==> config.mk <==
export PLATFORM = sky130hd
export DESIGN_NAME = serial_io_bridge
export DESIGN_NICKNAME = d
export VERILOG_FILES = /design/src/rtl/serial_io_bridge.sv
export SDC_FILE = /design/constraint.sdc
export NUM_CORES = 1
export LEC_CHECK = 0
export BUFFER_PORTS_ARGS = -buffer_cell sky130_fd_sc_hd__buf_2
export CORE_MARGIN = 8
export CORE_UTILIZATION = 66
export CTS_CLUSTER_DIAMETER = 80
export DETAILED_ROUTE_END_ITERATION = 10
export HOLD_SLACK_MARGIN = 0.03
export PLACE_DENSITY = 0.95
export SLEW_MARGIN = 20
export SYNTH_ARGS = -nofsm -noshare
export SYNTH_HDL_FRONTEND = slang
export SYNTH_HIERARCHICAL = 1
export SYNTH_SLANG_ARGS = --single-unit
export TNS_END_PERCENT = 30
==> constraint.sdc <==
create_clock -name clock -period 6.8 [get_ports clock]
set_input_delay 0.68 -clock clock [delete_from_list [all_inputs] [get_ports clock]]
set_output_delay 0.68 -clock clock [all_outputs]
set_load 0.02 [all_outputs]
==> src/rtl/serial_io_bridge.sv <==
// serial_io_bridge: RX and TX byte FIFOs between the processor serial
// ports and the external serial link, with sticky error flags.
//
// serial_fifo ports:
//   clock, reset       : clock, async active-low reset
//   push_i, data_i     : push request and byte
//   pop_i              : pop request
//   head_o             : head byte, 8'h00 when empty
//   valid_o, ready_o   : non-empty, not full
//   count_o            : occupancy 0..DEPTH
//
// serial_io_bridge ports:
//   clock, reset                                     : clock, async active-low reset
//   serial_in, serial_valid_in, serial_rden_out      : processor RX side
//   serial_out, serial_wren_out, serial_ready_in     : processor TX side
//   rx_data, rx_valid, rx_ready                      : link RX side
//   tx_data, tx_valid, tx_ready                      : link TX side
//   rx_count, tx_count                               : FIFO occupancy
//   rx_overrun, rx_underrun, tx_overrun              : sticky error flags

module serial_fifo #(
    parameter int DEPTH = 16,
    parameter int AW    = 4
) (
    input  logic          clock,
    input  logic          reset,
    input  logic          push_i,
    input  logic [7:0]    data_i,
    input  logic          pop_i,
    output logic [7:0]    head_o,
    output logic          valid_o,
    output logic          ready_o,
    output logic [AW:0]   count_o
);
    localparam logic [AW:0] FULL = (AW+1)'(DEPTH);
    localparam logic [AW:0] ONE  = (AW+1)'(1);

    logic [7:0]    mem_q [DEPTH];
    logic [AW-1:0] wr_q, wr_d;
    logic [AW-1:0] rd_q, rd_d;
    logic [AW:0]   count_q, count_d;
    logic          do_push, do_pop;

    // Flags come from the registered count only, so a full FIFO
    // refuses a push even when it is popped in the same cycle.
    assign valid_o = (count_q != '0);
    assign ready_o = (count_q != FULL);
    assign count_o = count_q;
    assign head_o  = valid_o ? mem_q[rd_q] : 8'h00;

    assign do_push = push_i && ready_o;
    assign do_pop  = pop_i && valid_o;

    always_comb begin
        wr_d    = wr_q;
        rd_d    = rd_q;
        count_d = count_q;
        if (do_push) wr_d = wr_q + 1'b1;
        if (do_pop)  rd_d = rd_q + 1'b1;
        if (do_push && !do_pop) count_d = count_q + ONE;
        if (do_pop && !do_push) count_d = count_q - ONE;
    end

    always_ff @(posedge clock or negedge reset) begin
        if (!reset) begin
            wr_q    <= '0;
            rd_q    <= '0;
            count_q <= '0;
        end else begin
            wr_q    <= wr_d;
            rd_q    <= rd_d;
            count_q <= count_d;
        end
    end

    // Storage is deliberately not reset.
    always_ff @(posedge clock) begin
        if (do_push) mem_q[wr_q] <= data_i;
    end
endmodule

module serial_io_bridge #(
    parameter int DEPTH = 16,
    parameter int AW    = 4
) (
    input  logic        clock,
    input  logic        reset,
    output logic [7:0]  serial_in,
    output logic        serial_valid_in,
    input  logic        serial_rden_out,
    input  logic [7:0]  serial_out,
    input  logic        serial_wren_out,
    output logic        serial_ready_in,
    input  logic [7:0]  rx_data,
    input  logic        rx_valid,
    output logic        rx_ready,
    output logic [7:0]  tx_data,
    output logic        tx_valid,
    input  logic        tx_ready,
    output logic [AW:0] rx_count,
    output logic [AW:0] tx_count,
    output logic        rx_overrun,
    output logic        rx_underrun,
    output logic        tx_overrun
);
    logic rx_ov_q, rx_ov_d;
    logic rx_un_q, rx_un_d;
    logic tx_ov_q, tx_ov_d;

    serial_fifo #(.DEPTH(DEPTH), .AW(AW)) u_rx (
        .clock   (clock),
        .reset   (reset),
        .push_i  (rx_valid),
        .data_i  (rx_data),
        .pop_i   (serial_rden_out),
        .head_o  (serial_in),
        .valid_o (serial_valid_in),
        .ready_o (rx_ready),
        .count_o (rx_count)
    );

    serial_fifo #(.DEPTH(DEPTH), .AW(AW)) u_tx (
        .clock   (clock),
        .reset   (reset),
        .push_i  (serial_wren_out),
        .data_i  (serial_out),
        .pop_i   (tx_ready),
        .head_o  (tx_data),
        .valid_o (tx_valid),
        .ready_o (serial_ready_in),
        .count_o (tx_count)
    );

    assign rx_ov_d = rx_ov_q | (rx_valid && !rx_ready);
    assign rx_un_d = rx_un_q | (serial_rden_out && !serial_valid_in);
    assign tx_ov_d = tx_ov_q | (serial_wren_out && !serial_ready_in);

    always_ff @(posedge clock or negedge reset) begin
        if (!reset) begin
            rx_ov_q <= 1'b0;
            rx_un_q <= 1'b0;
            tx_ov_q <= 1'b0;
        end else begin
            rx_ov_q <= rx_ov_d;
            rx_un_q <= rx_un_d;
            tx_ov_q <= tx_ov_d;
        end
    end

    assign rx_overrun  = rx_ov_q;
    assign rx_underrun = rx_un_q;
    assign tx_overrun  = tx_ov_q;
endmodule

==> run summary, run 1 <==
The area of the multi-input gates is 3030 µm². The number of synthesis warnings came out at 6. Data on the critical path arrives at its endpoint at 2.66 ns. The worst path in the final design needs a cycle of 3.34 ns, including I/O delays and setup. Setup repair after global routing left no endpoint under its margin. Derived from the worst setup path, the maximum achievable clock frequency is 0.300 GHz.

For this block, the initial DRC count from the detailed router was 545. In the final routed layout, each cell accounts on average for 26.6 µm. TritonCTS built the clock tree.

The share of power burned in combinational logic came out at 31.8%. In this run the clock root is driven by a clkbuf_16. The run gives 1 as the count of H-tree levels built during CTS.

Across the whole layout, storage elements account for 8420 µm². For the first-pass iteration count of the detailed router, the log shows 5. The overall track demand over capacity in global routing was 21.8%; the number of input and output port buffers inserted was 54.

The post-cts resize count is 0, and the number of register bits inferred by synthesis is 285. The total count of max-transition violations in the final report is 0, and the relative area change from synthesis to final layout is 9.82%. Entering global routing, the biggest net connects 36 pins. The required time at the endpoint of the critical path was 6.12 ns; the peak ir drop on the vdd network was 0.000383 V.

The worst register-to-register path begins at u_tx/count_o[2]. The setup path with the least slack is of type flip-flop to output port. The depth of the worst register-to-register path was 11; the number of max-cap violations was 0. The post-synth design cell area is 11800 µm². The routed layout has 5899 vias.

Across all register-to-register paths, the minimum setup slack is 3.66 ns. The post-synthesis simple-gate area fraction was 3.30%; the net count after synthesis was 634. Summed over all nets, the switching power comes to 1.84 mW. Yosys attributes the largest share of cell area to edfxtp_1 (65%), mux4_1 (7.4%), dfrtp_1 (6.2%). The tools report the final net count as 694. After synthesis, the largest family of logic cells by area is multiplexers. The die covers 22400 µm². The routability-driven placement congestion ratio is 0.779. Summed over all layers, the global routing overflow is 0.

The clock transition at the registers of the reported paths was 0.06 ns; the fraction of the core area covered by cells at the end of the flow was 73.1%. The post-synthesis xor/xnor area fraction works out to 1.86%. The logs give 6142 for the via count of the first global-routing pass and 0 for the buffers inserted during post-CTS setup optimization. Synthesis produced a netlist whose cell count is 596. Leaving out fill and tap cells, the most frequent cell in the layout is edfxtp_1. Dividing total power by cell area gives a power density of 430 nW/µm². The setup TNS was 0 ns; the starting density of the core was 66.5%.

The run gives 947 as the fill cell instance count of the final layout. For the pin with the worst max-slew slack, the measured transition is 0.959 ns. Worst min-delay path category: primary input to async pin. The tools report the kind of end point of the critical path as an output port. The area share of the leading cell type in the synthesized netlist was 65.2%; the worst-skew pair later-pin latency was 0.52 ns.

The clock passes through at most 3 buffers. The first global-routing pass estimated 36.2 mm of wire. The wire length on met2 was 12.9 mm; the row count was 49. The horizontal die dimension was 150 µm.

The detailed-route vias per instance is 6.53, and the number of hold-repair buffers added at the cts stage is 0. For this run, design rule violations remaining after detail routing come to 0. Of all cell types, the one taking the most synthesized area is edfxtp_1. The top cell types in the final layout, fill and taps aside, are edfxtp_1 (256), buf_2 (54), mux4_1 (33). The total routed wirelength is 24.0 mm. The flow ran to the end, and the final reports show no timing, DRC or antenna violations. The tools report the initial antenna violation count as 0. The top layer used by detailed routing is met4. The run gives 285 as the total clock sinks.

Summing the areas of all compound-gate instances in the mapped netlist gives 2.34% of the synthesized area. The number of placed I/O pins came out at 55. The element type at the critical path start was a flip-flop. Net switching is 33.0% of the power. The tools report the part of the total power dissipated in sequential elements as 43.2%. The worst pin sits at a relative slew slack of 35.9%. For the total setup violations reported at the end of the flow, the log shows 0. Of the cells placed in the final design, the portion with a size suffix greater than 1 is 22.7%.

The run gives 25.0% as the clock network power share. The run gives 4.54 nW as the static leakage power. Clock skew on the completed layout was measured at 0.0114 ns.

The period utilization is 49.1%, and the largest fanout on the critical path is 35. The tools report the remaining number of nets flagged by the antenna check after routing as 0. The mean post-synth cell area came out at 19.8 µm². The endpoint identified for the worst register-to-register timing path is u_tx/count_o[4]. The HPWL after detailed placement is 14.6 mm. The tools report the count of inserted antenna diode cells as 0. Share of synthesized cell area in full adder, half adder and majority cells: 1.70%. The number of hold-slack violations in the final timing report is 0.

In this run the vertical extent of the chip is 150 µm. The tools report the met3 routed wirelength as 1.44 mm. For the count of different cell masters after synthesis, the log shows 46.

After synthesis, flip-flops and latches occupy 71.4% of the total area. The floorplan step defined a core boundary enclosing 17700 µm². The internal portion of the total power is 3.73 mW. The number of clock buffers added by TritonCTS is 27. The wire length on met1 was 8.84 mm; the multiplexer share of the synthesized area was 16.5%.
## critical path: stages, from the launching register on
cell and delay [ns]:
dfrtp_1 0.32, buf_4 0.45, mux4_1 0.63, mux2_2 0.29, o21ai_1 0.15, a21oi_1 0.08
buf_2 0.20
## state kept, by name (all words and copies together) (netlist names)
register and flops:
tx_overrun 1, u_rx/wr_q 4, u_rx/mem_q 128, u_rx/rd_q 4
u_rx/count_o 5, u_tx/wr_q 4, u_tx/count_o 5, u_tx/mem_q 128
rx_underrun 1, rx_overrun 1, u_tx/rd_q 4
## worst max-delay path by stage
stage	depth (start not counted)	endpoint	start
after CTS	5	tx_data[2]	u_tx/rd_q[2]
after global routing	6	tx_data[7]	u_tx/rd_q[1]
after detailed placement	11	u_tx/count_o[4]	u_tx/count_o[3]
final	6	tx_data[2]	u_tx/rd_q[1]
after global placement	11	u_tx/count_o[4]	u_tx/count_o[2]
after floorplan	13	u_tx/count_o[4]	u_tx/count_o[2]
## cells by family after synthesis
group / Yosys count
xor gates and xnor gates: 25
adders and majority gates: 16
buffers and inverters: 45
and+or+nand+nor: 80
DFF: 285
muxes: 100
AOI/OAI and AO/OA: 45
## metrics by stage
stage	hold WS (ns)	cell area (µm²)	instances	setup slack [ns]	power, mW
after global placement	0.432	12100	856	3.93	4.05
after global routing	0.238	12900	903	3.36	5.78
final	0.205	12900	903	3.46	5.57
after detailed placement	0.443	12100	856	3.71	4.17
after CTS	0.216	12900	903	3.33	5.59
after floorplan	0.384	11800	596	4.10	3.76
## synthesized netlist by cell type, drive strengths merged
| master | instances |
|---|---|
| nand3b | 1 |
| xnor2 | 14 |
| nor2 | 27 |
| mux2 | 12 |
| nand3 | 4 |
| a21oi | 13 |
| clkbuf | 7 |
| inv | 12 |
| nand2 | 20 |
| nand2b | 7 |
| dfrtp | 29 |
| a211oi | 1 |
| edfxtp | 256 |
| a211o | 2 |
| o22ai | 8 |
| mux4 | 64 |
| xor2 | 11 |
| nor3 | 11 |
| a21o | 3 |
| nor2b | 2 |
| ha | 16 |
| a21boi | 3 |
| a32oi | 1 |
| o31ai | 1 |
| mux2i | 24 |
| and3 | 1 |
| a31oi | 1 |
| nand4b | 1 |
| nand4 | 3 |
| buf | 26 |
| o21ai | 12 |
| nor4 | 3 |
## power by group through the flow
stage	sequential [mW]	combinational, mW	clock (mW)
final	2.40	1.77	1.39
after global routing	2.43	1.88	1.48
after CTS	2.39	1.78	1.42
after detailed placement	2.42	1.75	0
after global placement	2.39	1.66	0
after floorplan	2.32	1.44	0
## layer usage
| metal | global-route usage [%] | up-vias |
|---|---|---|
| li1 | - | 2513 |
| met3 | 3.42 | 67 |
| met4 | 8.99 | 0 |
| met1 | 25.8 | 3033 |
| met2 | 39.2 | 286 |
| met5 | 0 | - |
## cell type report
type / count / area share (%)
Clock buffer: 31 / 5.34
Clock inverter: 16 / 0.976
Inverter: 12 / 0.348
Multi-Input combinational cell: 266 / 23.4
Sequential cell: 285 / 65.0
Tap cell: 229 / 2.21
Timing Repair Buffer: 64 / 2.67
(Power assumes the default switching activity.)
==> run 2, diff against run 1 <==
Settings changed: CORE_UTILIZATION 66 to 61, PLACE_DENSITY 0.95 to 0.89.
Clock period 6.8 ns to 3.3 ns, I/O delays scaled along.
==> run 2 against run 1 <==
First-iteration DRC count increased by 0.92%. Routed wire length down 4.0%. Critical path depth did not move. Critical path type unchanged. Count of clock-buffer cells in the layout grew 4. Utilization decreased by 4.6 points. Combinational power is 110% higher.
==> run summary, run 2 (synthesis gave the netlist of run 1 again) <==
The run gives 0.270 ns (-3.19 ns) as the final worst slack. Depth of the worst register-to-register path: 9 (-2). The worst min-delay path category was primary input to flip-flop. The tools report the number of placed I/O pins as 55 (unchanged).

The buffer type at the clock tree root was clkbuf_16. The share of layout cells above drive strength 1 is 23.5% (+0.78 points), and the remaining global-route overflow is 0 (unchanged). The row count is 51 (+4.1%). Leaving out fill and tap cells, the most frequent cells in the layout are edfxtp_1 (256), buf_2 (54), mux4_1 (33).

The number of DRC violations after detailed routing was 0 (unchanged); the minimum clock period after layout was 3.03 ns. The largest registers in the layout are u_rx/mem_q x128, u_tx/mem_q x128. The detailed-route vias per instance was 6.14 (-6.0%); the routability-driven placement congestion ratio was 0.851 (+9.2%). The number of design-rule violations left by the first detailed-router iteration came out at 550 (+0.92%). The run gives 2.70 ns (+0.04 ns) as the critical path data arrival time.

The power density relative to cell area was 885 nW/µm² (+110%). The count of H-tree levels built during CTS was 1 (unchanged); the die outline area was 24000 µm² (+7.3%). The peak ir drop on the vdd network is 0.000662 V (+73%), and the total count of max-transition violations in the final report is 0 (unchanged).

The number of placed instances with taps included was 899 (+5.0%). The transition at the pin with the smallest max-transition slack came out at 1.05 ns (+0.0945 ns). The clock transition at the registers of the reported paths was 0.06 ns (about the same). The run gives 0 ns (unchanged) as the setup TNS.

The largest fanout on the critical path works out to 33 (-5.7%). The run gives 1110 (+17%) as the fill cell instance count of the final layout. The logs give 0 (unchanged) for the total setup violations reported at the end of the flow and 14.1 mm (-3.7%) for the HPWL after detailed placement.

The remaining number of nets flagged by the antenna check after routing is 0 (unchanged), and the number of max-cap violations is 0 (unchanged). TritonCTS built the clock tree. The flow ran to the end, and the final reports show no timing, DRC or antenna violations. The library cell used most frequently in the layout, excluding fill and tap cells, is edfxtp_1. The worst setup path is captured at an output port. The wire length per cell is 24.1 µm (-9.2%). The global-route wire length before repair was 35.4 mm (-2.4%); the buffers inserted during post-CTS setup optimization was 0 (unchanged). The logs give 3 (unchanged) for the deepest clock path buffer count and 0.43 ns (-3.23 ns) for the setup slack of the worst register-to-register path. Dividing the final minimum period by the clock period gives 91.8%. The post-cts resize count was 0 (unchanged). The start of the worst register-to-register path is u_rx/count_o[2]. The logs give 4.64 nW (+2.3%) for the static leakage power and 0 (unchanged) for the count of inserted antenna diode cells. The initial antenna violation count is 0 (unchanged). From synthesis to final layout, the design area changed by 11.6%.

The worst hold path begins at tx_ready. The worst setup path is launched from a flip-flop. The tools report the worst slew slack as a fraction of its limit as 29.5% (-6.3 points). For the number of buffers created by CTS, the log shows 28 (+3.7%). The placeable core region is 19200 µm² (+8.4%), and the starting density of the core is 61.4% (-5.2 points).

The worst setup slack after placement is 0.545 ns (-3.16 ns), and the number of non-filler instances in the completed layout is 955 (+5.8%). For the overall track demand over capacity in global routing, the log shows 19.4% (-2.4 points). The total routed wirelength came out at 23.0 mm (-4.0%).

Number of input and output port buffers inserted: 54 (unchanged). The run gives 0.00995 ns (-0.00144 ns) as the final worst clock skew. The number of cells on the worst hold path works out to 3. The highest attainable clock frequency is 0.330 GHz. The required time at the endpoint of the critical path was 2.97 ns (-3.15 ns); the maximum number of pins on one net before global-route repair was 36 (unchanged). The tools report the via count of the first global-routing pass as 6182 (+0.65%). The total clock sinks is 285 (unchanged).

The startpoint of the worst setup timing path was u_tx/rd_q[1]. Setup repair after global routing left no endpoint under its margin. Height of the chip: 155 µm (+3.6%).

The horizontal die dimension came out at 155 µm (+3.6%). The number of hold-slack violations in the final timing report was 0 (unchanged). The final net count is 706 (+1.7%).

The kind of critical path is flip-flop to output port. First-pass iteration count of the detailed router: 5 (unchanged). The worst-skew pair later-pin latency was 0.53 ns (about the same). For the total vias in the final route, the log shows 5866 (-0.56%).
-- run 2: per-stage QoR --
step | util [%] | total power [mW] | hold slack [ns] | area (µm²)
floorplan | - | 7.75 | 0.0344 | 11800
global placement | 63.6 | 8.41 | 0.396 | 12200
detailed placement | 63.6 | 8.59 | 0.400 | 12200
CTS | 68.5 | 11.7 | 0.107 | 13200
global route | 68.5 | 12.2 | 0.149 | 13200
finish | 68.5 | 11.6 | 0.129 | 13200
-- run 2: critical path, cell delays in order, from the launching register on --
cell,delay [ns]
dfrtp_1,0.37
buf_4,0.45
mux4_1,0.65
mux2_2,0.29
o21ai_1,0.11
a21oi_1,0.07
buf_2,0.20
-- run 2: where the power goes --
| group | switching, mW | internal, mW | total [mW] |
|---|---|---|---|
| Clock | 1.27 | 1.79 | 3.05 |
| Combinational | 2.10 | 1.63 | 3.72 |
| Sequential | 0.418 | 4.45 | 4.87 |
-- run 2: worst paths after layout --
| kind | endpoint |
|---|---|
| worst max register to register | u_rx/count_o[4] |
| worst min-delay path | u_tx/rd_q[2] |
| min in group asynchronous | rx_overrun |
| worst min register to register | tx_overrun |
| max in group asynchronous | u_rx/count_o[1] |
| worst max-delay path | tx_data[2] |
-- run 2: layout make-up --
type	instances	area [µm²]	share of cell area [%]
Sequential cell	285	8410	64.0
Timing Repair Buffer	75	438	3.33
Tap cell	265	332	2.52
Clock inverter	17	143	1.08
Clock buffer	35	758	5.76
Inverter	12	45.0	0.342
Multi-Input combinational cell	266	3020	23.0
-- run 2: metal layers --
layer	GRT usage (%)	share of wire, %	routed length [µm]	vias to the layer above
met5	0	0	0	-
met4	7.70	3.3	769	0
met3	3.13	5.5	1280	57
met2	35.1	53	12200	222
met1	22.8	38	8760	3040
li1	-	-	-	2547
-- run 2: timing repair --
action | 4_1_cts | 5_1_grt
endpoints found under the hold margin | 32 | 0
hold buffers | 4 | 0
endpoints found under the setup margin | 0 | 0
